[config.mk]
export PLATFORM = sky130hd
export DESIGN_NAME = alsu_hs_flat
export DESIGN_NICKNAME = d
export VERILOG_FILES = /design/src/rtl/alsu_hs_if.sv /design/src/rtl/alsu_hs.sv /design/src/flat_wrapper.sv
export SDC_FILE = /design/constraint.sdc
export NUM_CORES = 1
export LEC_CHECK = 0
export CAP_MARGIN = 20
export CORE_MARGIN = 2
export CORE_UTILIZATION = 57
export DETAILED_ROUTE_END_ITERATION = 12
export GPL_TIMING_DRIVEN = 0
export PLACE_DENSITY_LB_ADDON = 0.1
export SETUP_SLACK_MARGIN = 0.4
export SYNTH_ARGS = -nofsm -noshare
export SYNTH_HDL_FRONTEND = slang
export SYNTH_SLANG_ARGS = --single-unit
[constraint.sdc]
create_clock -name clk -period 3.3 [get_ports clk]
set_input_delay 0.66 -clock clk [delete_from_list [all_inputs] [get_ports clk]]
set_output_delay 0.66 -clock clk [all_outputs]
set_load 0.01 [all_outputs]
[src/rtl/alsu_hs_if.sv]
// Operand/result handshake bundle for alsu_hs.
// The master drives operations and consumes results; the slave is the core.
interface alsu_hs_if #(
    parameter int WIDTH = 3,
    parameter int LED_W = 16
);
    localparam int OW = 2 * WIDTH;

    logic                    in_valid;
    logic                    in_ready;
    logic [2:0]              opcode;
    logic signed [WIDTH-1:0] A;
    logic signed [WIDTH-1:0] B;
    logic                    cin;
    logic                    serial_in;
    logic                    direction;
    logic                    red_op_A;
    logic                    red_op_B;
    logic                    bypass_A;
    logic                    bypass_B;
    logic                    out_valid;
    logic                    out_ready;
    logic signed [OW-1:0]    out;
    logic                    err;
    logic [LED_W-1:0]        leds;

    modport master (
        output in_valid, opcode, A, B, cin, serial_in, direction,
               red_op_A, red_op_B, bypass_A, bypass_B, out_ready,
        input  in_ready, out_valid, out, err, leds
    );

    modport slave (
        input  in_valid, opcode, A, B, cin, serial_in, direction,
               red_op_A, red_op_B, bypass_A, bypass_B, out_ready,
        output in_ready, out_valid, out, err, leds
    );
endinterface

[src/rtl/alsu_hs.sv]
// Parametrised ALSU with valid/ready handshake, iterative signed multiplier,
// result back-pressure and a blinking error indication.
module alsu_hs #(
    parameter int    WIDTH          = 3,
    parameter string INPUT_PRIORITY = "A",
    parameter string FULL_ADDER     = "ON",
    parameter int    LED_W          = 16
) (
    input  logic     clk,
    input  logic     rst,
    alsu_hs_if.slave bus
);
    localparam int               OW       = 2 * WIDTH;
    localparam int               CW       = (WIDTH > 1) ? $clog2(WIDTH) : 1;
    localparam logic [CW-1:0]    CNT_LAST = CW'(WIDTH - 1);
    localparam bit               PRIO_B   = (INPUT_PRIORITY == "B");
    localparam bit               ADD_CIN  = (FULL_ADDER == "ON");
    localparam logic [OW-1:0]    ONE_OW   = OW'(1);
    localparam logic [WIDTH-1:0] ONE_W    = WIDTH'(1);

    typedef enum logic [1:0] {
        S_IDLE = 2'd0,
        S_MUL  = 2'd1,
        S_DONE = 2'd2
    } state_t;

    state_t           state_q;
    logic [OW-1:0]    out_q;
    logic             err_q;
    logic [LED_W-1:0] leds_q;
    logic [OW-1:0]    mcand_q;
    logic [WIDTH-1:0] mplier_q;
    logic [OW-1:0]    acc_q;
    logic [CW-1:0]    cnt_q;
    logic             neg_q;

    logic             accept_s, invalid_s, bypass_s, red_s;
    logic             pick_b_red_s, pick_b_byp_s, go_mul_s, err_s;
    logic [WIDTH-1:0] a_u_s, b_u_s, red_x_s, b_mag_s;
    logic [OW-1:0]    a_ext_s, b_ext_s, a_mag_s, res_s, acc_d, prod_s;

    assign bus.in_ready  = (state_q == S_IDLE);
    assign bus.out_valid = (state_q == S_DONE);
    assign bus.out       = out_q;
    assign bus.err       = err_q;
    assign bus.leds      = leds_q;

    // Result of a single-cycle operation and multiplier set-up/step values.
    always_comb begin
        a_u_s        = bus.A;
        b_u_s        = bus.B;
        a_ext_s      = {{WIDTH{a_u_s[WIDTH-1]}}, a_u_s};
        b_ext_s      = {{WIDTH{b_u_s[WIDTH-1]}}, b_u_s};
        accept_s     = bus.in_valid && (state_q == S_IDLE);
        red_s        = bus.red_op_A || bus.red_op_B;
        bypass_s     = bus.bypass_A || bus.bypass_B;
        pick_b_red_s = bus.red_op_B && (!bus.red_op_A || PRIO_B);
        pick_b_byp_s = bus.bypass_B && (!bus.bypass_A || PRIO_B);
        red_x_s      = pick_b_red_s ? b_u_s : a_u_s;
        invalid_s    = (bus.opcode == 3'd6) || (bus.opcode == 3'd7) ||
                       (red_s && (bus.opcode > 3'd1));
        a_mag_s      = a_u_s[WIDTH-1] ? (~a_ext_s + ONE_OW) : a_ext_s;
        b_mag_s      = b_u_s[WIDTH-1] ? (~b_u_s + ONE_W) : b_u_s;
        res_s        = {OW{1'b0}};
        err_s        = 1'b0;
        go_mul_s     = 1'b0;
        if (invalid_s) begin
            err_s = 1'b1;
        end else if (bypass_s) begin
            res_s = pick_b_byp_s ? b_ext_s : a_ext_s;
        end else begin
            case (bus.opcode)
                3'd0: res_s = red_s ? {{(OW-1){1'b0}}, &red_x_s}
                                    : {{WIDTH{1'b0}}, a_u_s & b_u_s};
                3'd1: res_s = red_s ? {{(OW-1){1'b0}}, ^red_x_s}
                                    : {{WIDTH{1'b0}}, a_u_s ^ b_u_s};
                3'd2: res_s = a_ext_s + b_ext_s + {{(OW-1){1'b0}}, bus.cin & ADD_CIN};
                3'd3: begin
                    go_mul_s = 1'b1;
                    res_s    = out_q;
                end
                3'd4: res_s = bus.direction ? {out_q[OW-2:0], bus.serial_in}
                                            : {bus.serial_in, out_q[OW-1:1]};
                3'd5: res_s = bus.direction ? {out_q[OW-2:0], out_q[OW-1]}
                                            : {out_q[0], out_q[OW-1:1]};
                default: err_s = 1'b1;
            endcase
        end
        // One partial product per cycle; the sign is applied on the last step.
        acc_d  = mplier_q[0] ? (acc_q + mcand_q) : acc_q;
        prod_s = neg_q ? (~acc_d + ONE_OW) : acc_d;
    end

    // Control FSM with registered result, error and led outputs.
    always_ff @(posedge clk or posedge rst) begin
        if (rst) begin
            state_q  <= S_IDLE;
            out_q    <= {OW{1'b0}};
            err_q    <= 1'b0;
            leds_q   <= {LED_W{1'b0}};
            mcand_q  <= {OW{1'b0}};
            mplier_q <= {WIDTH{1'b0}};
            acc_q    <= {OW{1'b0}};
            cnt_q    <= {CW{1'b0}};
            neg_q    <= 1'b0;
        end else begin
            case (state_q)
                S_IDLE: begin
                    leds_q <= {LED_W{1'b0}};
                    if (accept_s) begin
                        if (go_mul_s) begin
                            mcand_q  <= a_mag_s;
                            mplier_q <= b_mag_s;
                            acc_q    <= {OW{1'b0}};
                            cnt_q    <= {CW{1'b0}};
                            neg_q    <= a_u_s[WIDTH-1] ^ b_u_s[WIDTH-1];
                            state_q  <= S_MUL;
                        end else begin
                            out_q   <= res_s;
                            err_q   <= err_s;
                            leds_q  <= err_s ? {LED_W{1'b1}} : {LED_W{1'b0}};
                            state_q <= S_DONE;
                        end
                    end else begin
                        state_q <= S_IDLE;
                    end
                end
                S_MUL: begin
                    leds_q <= {LED_W{1'b0}};
                    if (cnt_q == CNT_LAST) begin
                        out_q   <= prod_s;
                        err_q   <= 1'b0;
                        state_q <= S_DONE;
                    end else begin
                        acc_q    <= acc_d;
                        mcand_q  <= {mcand_q[OW-2:0], 1'b0};
                        mplier_q <= {1'b0, mplier_q[WIDTH-1:1]};
                        cnt_q    <= cnt_q + {{(CW-1){1'b0}}, 1'b1};
                    end
                end
                S_DONE: begin
                    if (bus.out_ready) begin
                        leds_q  <= {LED_W{1'b0}};
                        state_q <= S_IDLE;
                    end else if (err_q) begin
                        leds_q <= ~leds_q;
                    end else begin
                        leds_q <= {LED_W{1'b0}};
                    end
                end
                default: begin
                    leds_q  <= {LED_W{1'b0}};
                    state_q <= S_IDLE;
                end
            endcase
        end
    end
endmodule

[src/flat_wrapper.sv]
// flat-port wrapper written by rule: the top's interface ports become plain ports
module alsu_hs_flat 
#(
    parameter int    WIDTH          = 3,
    parameter string INPUT_PRIORITY = " ",
    parameter string FULL_ADDER     = "  ",
    parameter int    LED_W          = 16
)
  (clk, rst, bus_in_valid, bus_opcode, bus_A, bus_B, bus_cin, bus_serial_in, bus_direction, bus_red_op_A, bus_red_op_B, bus_bypass_A, bus_bypass_B, bus_out_ready, bus_in_ready, bus_out_valid, bus_out, bus_err, bus_leds);
  alsu_hs_if #(.WIDTH(WIDTH), .LED_W(LED_W)) bus_i ();
  input  logic clk;
  input  logic rst;
  input wire logic [$bits(bus_i.in_valid)-1:0] bus_in_valid;
  input wire logic [$bits(bus_i.opcode)-1:0] bus_opcode;
  input wire logic [$bits(bus_i.A)-1:0] bus_A;
  input wire logic [$bits(bus_i.B)-1:0] bus_B;
  input wire logic [$bits(bus_i.cin)-1:0] bus_cin;
  input wire logic [$bits(bus_i.serial_in)-1:0] bus_serial_in;
  input wire logic [$bits(bus_i.direction)-1:0] bus_direction;
  input wire logic [$bits(bus_i.red_op_A)-1:0] bus_red_op_A;
  input wire logic [$bits(bus_i.red_op_B)-1:0] bus_red_op_B;
  input wire logic [$bits(bus_i.bypass_A)-1:0] bus_bypass_A;
  input wire logic [$bits(bus_i.bypass_B)-1:0] bus_bypass_B;
  input wire logic [$bits(bus_i.out_ready)-1:0] bus_out_ready;
  output wire logic [$bits(bus_i.in_ready)-1:0] bus_in_ready;
  output wire logic [$bits(bus_i.out_valid)-1:0] bus_out_valid;
  output wire logic [$bits(bus_i.out)-1:0] bus_out;
  output wire logic [$bits(bus_i.err)-1:0] bus_err;
  output wire logic [$bits(bus_i.leds)-1:0] bus_leds;
  assign bus_i.in_valid = bus_in_valid;
  assign bus_i.opcode = bus_opcode;
  assign bus_i.A = bus_A;
  assign bus_i.B = bus_B;
  assign bus_i.cin = bus_cin;
  assign bus_i.serial_in = bus_serial_in;
  assign bus_i.direction = bus_direction;
  assign bus_i.red_op_A = bus_red_op_A;
  assign bus_i.red_op_B = bus_red_op_B;
  assign bus_i.bypass_A = bus_bypass_A;
  assign bus_i.bypass_B = bus_bypass_B;
  assign bus_i.out_ready = bus_out_ready;
  assign bus_in_ready = bus_i.in_ready;
  assign bus_out_valid = bus_i.out_valid;
  assign bus_out = bus_i.out;
  assign bus_err = bus_i.err;
  assign bus_leds = bus_i.leds;
  alsu_hs #(.WIDTH(WIDTH), .INPUT_PRIORITY(INPUT_PRIORITY), .FULL_ADDER(FULL_ADDER), .LED_W(LED_W)) u_core (.clk(clk), .rst(rst), .bus(bus_i));
endmodule
Yosys cells after proc, flatten, opt, wreduce, memory -nomap -nowiden
Cells that the tools add are included.
Word-level totals
  register bits: 43
  latch bits: 0
  bits in writable memories: 0
  bits in read-only memories: 0
  input port bits: 20
  output and inout bits: 25
  logic and storage cells: 115
  memories: 0
Cells by class
  $add $sub $neg: 6
  multiply operators: 0
  div/mod/pow operators: 0
  order comparisons: 1
  equality and inequality tests: 17
  shift-type cells: 0
  multiplexer cells: 54
  bitwise operators: 7
  reduce and logical (&&, ||, !) cells: 21
Operator list (number)
  6-bit two-way mux: 17
  16-bit two-way mux: 5
  6-bit case mux with 2 select lines: 3
  6-bit case mux with 6 select lines: 1
  16-bit case mux with 2 select lines: 1
  3-bit two-way mux: 7
  16-bit NOT: 1
  2-bit two-way mux: 7
  6-bit by 1-bit adder with 6-bit output, second input constant: 2
  3-bit == test, second input constant: 4
  6-bit NOT: 2
  1-bit two-way mux: 9
  4-bit AND reduction: 2
  6-bit adder: 1
  3-bit by 2-bit == test with 1-bit output, second input constant: 2
  2-bit by 1-bit inequality test with 1-bit output, second input constant: 3
  2-bit inequality test, second input constant: 3
  2-bit case mux with 3 select lines: 1
  3-bit case mux with 2 select lines: 1
  3-bit AND reduction: 2
  6-bit OR reduction: 1
  5-bit AND reduction: 1
  3-bit by 3-bit adder with 4-bit output: 1
  2-bit == test, second input constant: 2
  other kinds (20): 27

Longest topological paths before layout
  word-level depth: 11
  depth in mapped cells: 10
  gate-level depth less buffers: 10

Worst setup path before layout
No wires, ideal clock.
  path kind: register to register
  start: register u_core.mcand_q[0]
  end: register u_core.out_q[5] (netlist: u_core.bus.out[5])
  library setup time: 0.129 ns
  arrival: 2.113 ns
  required time: 3.171 ns
  path slack: 1.058 ns
  cell stages (with the launch flop): 11
  path buffers: 0
  period minus slack after synthesis: 2.242 ns
  cells stage by stage: dfrtp_1 -> ha_1 -> inv_1 -> fa_1 -> xnor2_1 -> mux2i_4 -> nand3_2 -> o31ai_2 -> xor2_1 -> mux2i_1 -> nand3_1
On the way
  word-level cells in the longest chain between the ends: 7
Ends and longest elaborated chain
  start, declared: line alsu_hs.sv:31  | logic [OW-1:0] mcand_q;
  start signal, assigned: line alsu_hs.sv:101  | mcand_q <= {OW{1'b0}};
  start signal, assigned: line alsu_hs.sv:112  | mcand_q <= a_mag_s;
  start signal, assigned: line alsu_hs.sv:136  | mcand_q <= {mcand_q[OW-2:0], 1'b0};
  6-bit adder (*): line alsu_hs.sv:90  | acc_d = mplier_q[0] ? (acc_q + mcand_q) : acc_q;
  6-bit two-way mux (*): line alsu_hs.sv:90
  6-bit NOT: line alsu_hs.sv:91  | prod_s = neg_q ? (~acc_d + ONE_OW) : acc_d;
  6-bit by 1-bit adder with 6-bit output: line alsu_hs.sv:91
  6-bit two-way mux (*): line alsu_hs.sv:91
  6-bit two-way mux (*): line alsu_hs.sv:130  | if (cnt_q == CNT_LAST) begin
  6-bit case mux with 2 select lines (*): line alsu_hs.sv:107  | case (state_q)
  end signal, assigned: line alsu_hs.sv:98  | out_q <= {OW{1'b0}};
  end signal, assigned: line alsu_hs.sv:119  | out_q <= res_s;
  end signal, assigned: line alsu_hs.sv:131  | out_q <= prod_s;
  end, declared: line alsu_hs.sv:28  | logic [OW-1:0] out_q;
Every way passes the cells marked *; elsewhere a longest branch is shown, timed or not. The select of a mux whose other input is x is not followed.
A chain may end at the register's enable or synchronous reset.

Final worst setup path
  start: input bus_A[0]
  end: register u_core.out_q[1] (netlist: u_core.bus.out[1])
On the way
  word-level cells in the longest chain between the ends: 7
Ends and longest elaborated chain
  start, declared: line flat_wrapper.sv:15  | input wire logic [$bits(bus_i.A)-1:0] bus_A;
  3-bit by 3-bit adder with 4-bit output: line alsu_hs.sv:77  | 3'd2: res_s = a_ext_s + b_ext_s + {{(OW-1){1'b0}}, bus.cin & ADD_CIN};
  6-bit case mux with 6 select lines: line alsu_hs.sv:72  | case (bus.opcode)
  6-bit two-way mux: line alsu_hs.sv:69  | end else if (bypass_s) begin
  6-bit two-way mux: line alsu_hs.sv:67  | if (invalid_s) begin
  6-bit two-way mux: line alsu_hs.sv:111  | if (go_mul_s) begin
  6-bit two-way mux: line alsu_hs.sv:110  | if (accept_s) begin
  6-bit case mux with 2 select lines: line alsu_hs.sv:107
Every way passes these cells. The select of a mux whose other input is x is not followed.

==> summary.md <==
| Metric | Value |
|---|---|
| Status | `finished, final reports clean` |
| Multi-input logic area | `1470 µm²` |
| Area leader, netlist | `dfrtp_1` |
| Fillers | `325` |
| Final cell count without fillers | `389` |
| # setup viols final | `0` |
| Postcts setup bufs | `0` |
| H-tree Lvls | `2` |
| Fin. Hold Viols | `0` |
| Die Height | `72.4 µm` |
| DP HPWL | `4.49 mm` |
| Share of the synthesized area in the top cell type | `0.403` |
| Final wirelength | `5.91 mm` |
| Worst setup margin | `0.795 ns` |
| Final net count | `371` |
| Initial antenna violation count | `0` |
| CTS Sinks | `43` |
| Setup TNS | `0 ns` |
| Crit end category | `register` |
| Reg area | `1080 µm²` |
| 1st-pass router iterations | `4` |
| Data required time of the worst path | `3.54 ns` |
| Max Slew Vio Count | `0` |
| Max-cap violations | `0` |
| Worst-skew pair later-pin latency | `0.30 ns` |
| Synth Register Bits | `43` |
| Port-buffer cells | `40` |
| Distinct cells, synth | `52` |
| Via/cell ratio | `5.79` |
| CTS Buf Count | `5` |
| Post-cts sizing count | `0` |
| Synthesized net count | `324` |
| Design Power | `1.40 mW` |
| Most used DFF post-synth | `dfrtp_1` |
| DRT iter0 DRCs | `127` |
| Share of cells above drive strength 1 | `0.0890` |
| Die W | `72.4 µm` |
| Crit Path Max Fanout | `4` |
| Hold Buf Count CTS | `0` |
| Placed cell areas | `3130 µm²` |
| Starting Density | `0.601` |
| Cell Area, Synth | `2670 µm²` |
| Reg clk slew, reported paths | `0.09 ns` |
| Most frequent cell after synthesis | `dfrtp_1` |
| First-pass GRT wire length | `10.1 mm` |
| Post-synthesis cell count | `289` |
| Root buffer cell | `clkbuf_8` |
| Tot GR Track Use | `0.246` |
| Final period util | `0.759` |
| RSZ-0062 raised after global routing | `false` |
| Final RePlAce weighted congestion | `0.909` |
| Largest net degree at the start of global routing | `44` |
| Asr flop ratio synth | `1.00` |
| Clock Path Buffers | `2` |
| Power per cell area | `435 nW/µm²` |
| Post-synthesis sequential area ratio | `0.403` |
| Die Area | `5250 µm²` |
| Worst Setup Path Type | `in -> reg` |
| Number of diodes | `0` |
| Clock skew | `0.00747 ns` |
| Leak | `1.43 nW` |
| VDD IR-drop max | `0.430 mV` |
| Area contributors post-synth | `dfrtp_1 (40%), o21ai_0 (7.9%), ha_1 (6.1%), mux2i_1 (4.9%), nand2_1 (3.9%)` |
| ANT nets after route | `0` |
| Fin area | `3230 µm²` |
| WHS | `0.468 ns` |
| Core ar. | `4440 µm²` |
| FP Rows | `24` |
| Slew headroom | `0.423` |
| CP startpoint kind | `input pin` |
| Core Util, Final | `0.726` |
| Number of flops mapped to enable cells by yosys | `0` |
| Syn_area_per_cell | `9.23 µm²` |
| # DRC | `0` |
| Crit path DAT | `2.74 ns` |
| Layout area overhead | `20.9%` |
| Post-place setup slack | `0.534 ns` |
| Ys Warns | `0` |
| Drt wl/cell | `15.2 µm` |
| Placed Cells | `381` |
| Final Critical Period | `2.50 ns` |
| TritonCTS clock tree | `built` |
| Most instantiated cells after synthesis | `dfrtp_1 (43), o21ai_0 (42), nand2_1 (28)` |
| Vias | `2251` |
| Measured slew at the worst slew-check pin | `0.864 ns` |
| Ports | `45` |
| FMAX | `399 MHz` |
| HP Class | `reg -> reg` |
| Total gr overflow | `0` |
| Vias in the first global route | `2160` |
path summary, 6_finish.rpt:
| kind | depth (start not counted) | slack [ns] | end | from |
|---|---|---|---|---|
| max in group asynchronous | 2 | 1.91 | u_core.bus.leds[1]$_DFF_PP0_ | rst |
| setup reg to reg | 10 | 0.84 | u_core.bus.out[5]$_DFFE_PP0P_ | u_core.mcand_q[0]$_DFFE_PP0P_ |
| min in group asynchronous | 2 | 0.86 | u_core.bus.leds[9]$_DFF_PP0_ | rst |
| setup / recovery | 9 | 0.80 | u_core.bus.out[1]$_DFFE_PP0P_ | bus_A[0] |
| hold reg to reg | 1 | 0.47 | u_core.bus.leds[7]$_DFF_PP0_ | u_core.bus.leds[7]$_DFF_PP0_ |
| hold / removal | 1 | 0.47 | u_core.bus.leds[7]$_DFF_PP0_ | u_core.bus.leds[7]$_DFF_PP0_ |
routing by layer:
metal | vias to the layer above | global-route usage | wire [µm]
met5 | - | 0 | 0
met4 | 0 | 0.0535 | 35
met3 | 4 | 0.0486 | 347
met2 | 54 | 0.396 | 2730
met1 | 1061 | 0.350 | 2800
li1 | 1132 | - | -
kinds of logic (layout without fill, tap and decap cells):
group                      count (synthesis)  count (layout)  synth area share
and+or+nand+nor                           92              92             0.172
AOI/OAI and AO/OA                         89              89             0.210
DFF                                       43              43             0.403
buffers and inverters                     26              74            0.0450
muxes                                     18              18            0.0741
adders and majority gates                 15              15            0.0760
xor gates and xnor gates                   6               6            0.0197
flip-flops by register name, summed over array words and instances, names as in the netlist:
| name | count |
|---|---|
| u_core.acc_q | 6 |
| u_core.bus.out | 6 |
| u_core.state_q | 2 |
| u_core.cnt_q | 2 |
| u_core.mplier_q | 3 |
| u_core.mcand_q | 6 |
| u_core.bus.err | 1 |
| u_core.neg_q | 1 |
| u_core.bus.leds | 16 |
worst max-delay path: stages:
cell and delay [ns]:
clkdlybuf4s50_1 0.48, ha_1 0.26, fa_1 0.49, nand3_1 0.06, o21ai_0 0.10, nor3_1 0.06, a211o_1 0.26, a21oi_1 0.20
o22a_1 0.17
report_power, final:
group	leakage, nW	switching [mW]	internal (mW)	total (mW)
Sequential	0.542	0.0545	0.591	0.645
Clock	0.0408	0.195	0.151	0.346
Combinational	0.842	0.205	0.208	0.412
Total	1.43	0.454	0.950	1.40
cell usage in the layout, fill, tap and decap left out, types with 6 or more instances in the layout:
master / synthesis / layout
ha_1: 13 / 13
nor2_1: 27 / 27
inv_1: 16 / 15
nand2_1: 28 / 28
dfrtp_1: 43 / 43
a21oi_1: 16 / 16
mux2i_1: 13 / 13
nand3_1: 6 / 6
nand2b_1: 6 / 6
o21ai_0: 42 / 42
clkdlybuf4s50_1: 0 / 40
layout make-up:
type | count | area share
multi-input combinational | 220 | 0.456
tap | 52 | 0.0202
clock buffer | 5 | 0.0213
clock inverter | 3 | 0.00737
buffer | 10 | 0.0186
inverter | 16 | 0.0186
timing repair buffer | 40 | 0.124
sequential | 43 | 0.333
Note: power is estimated with default switching activity, not from simulation.
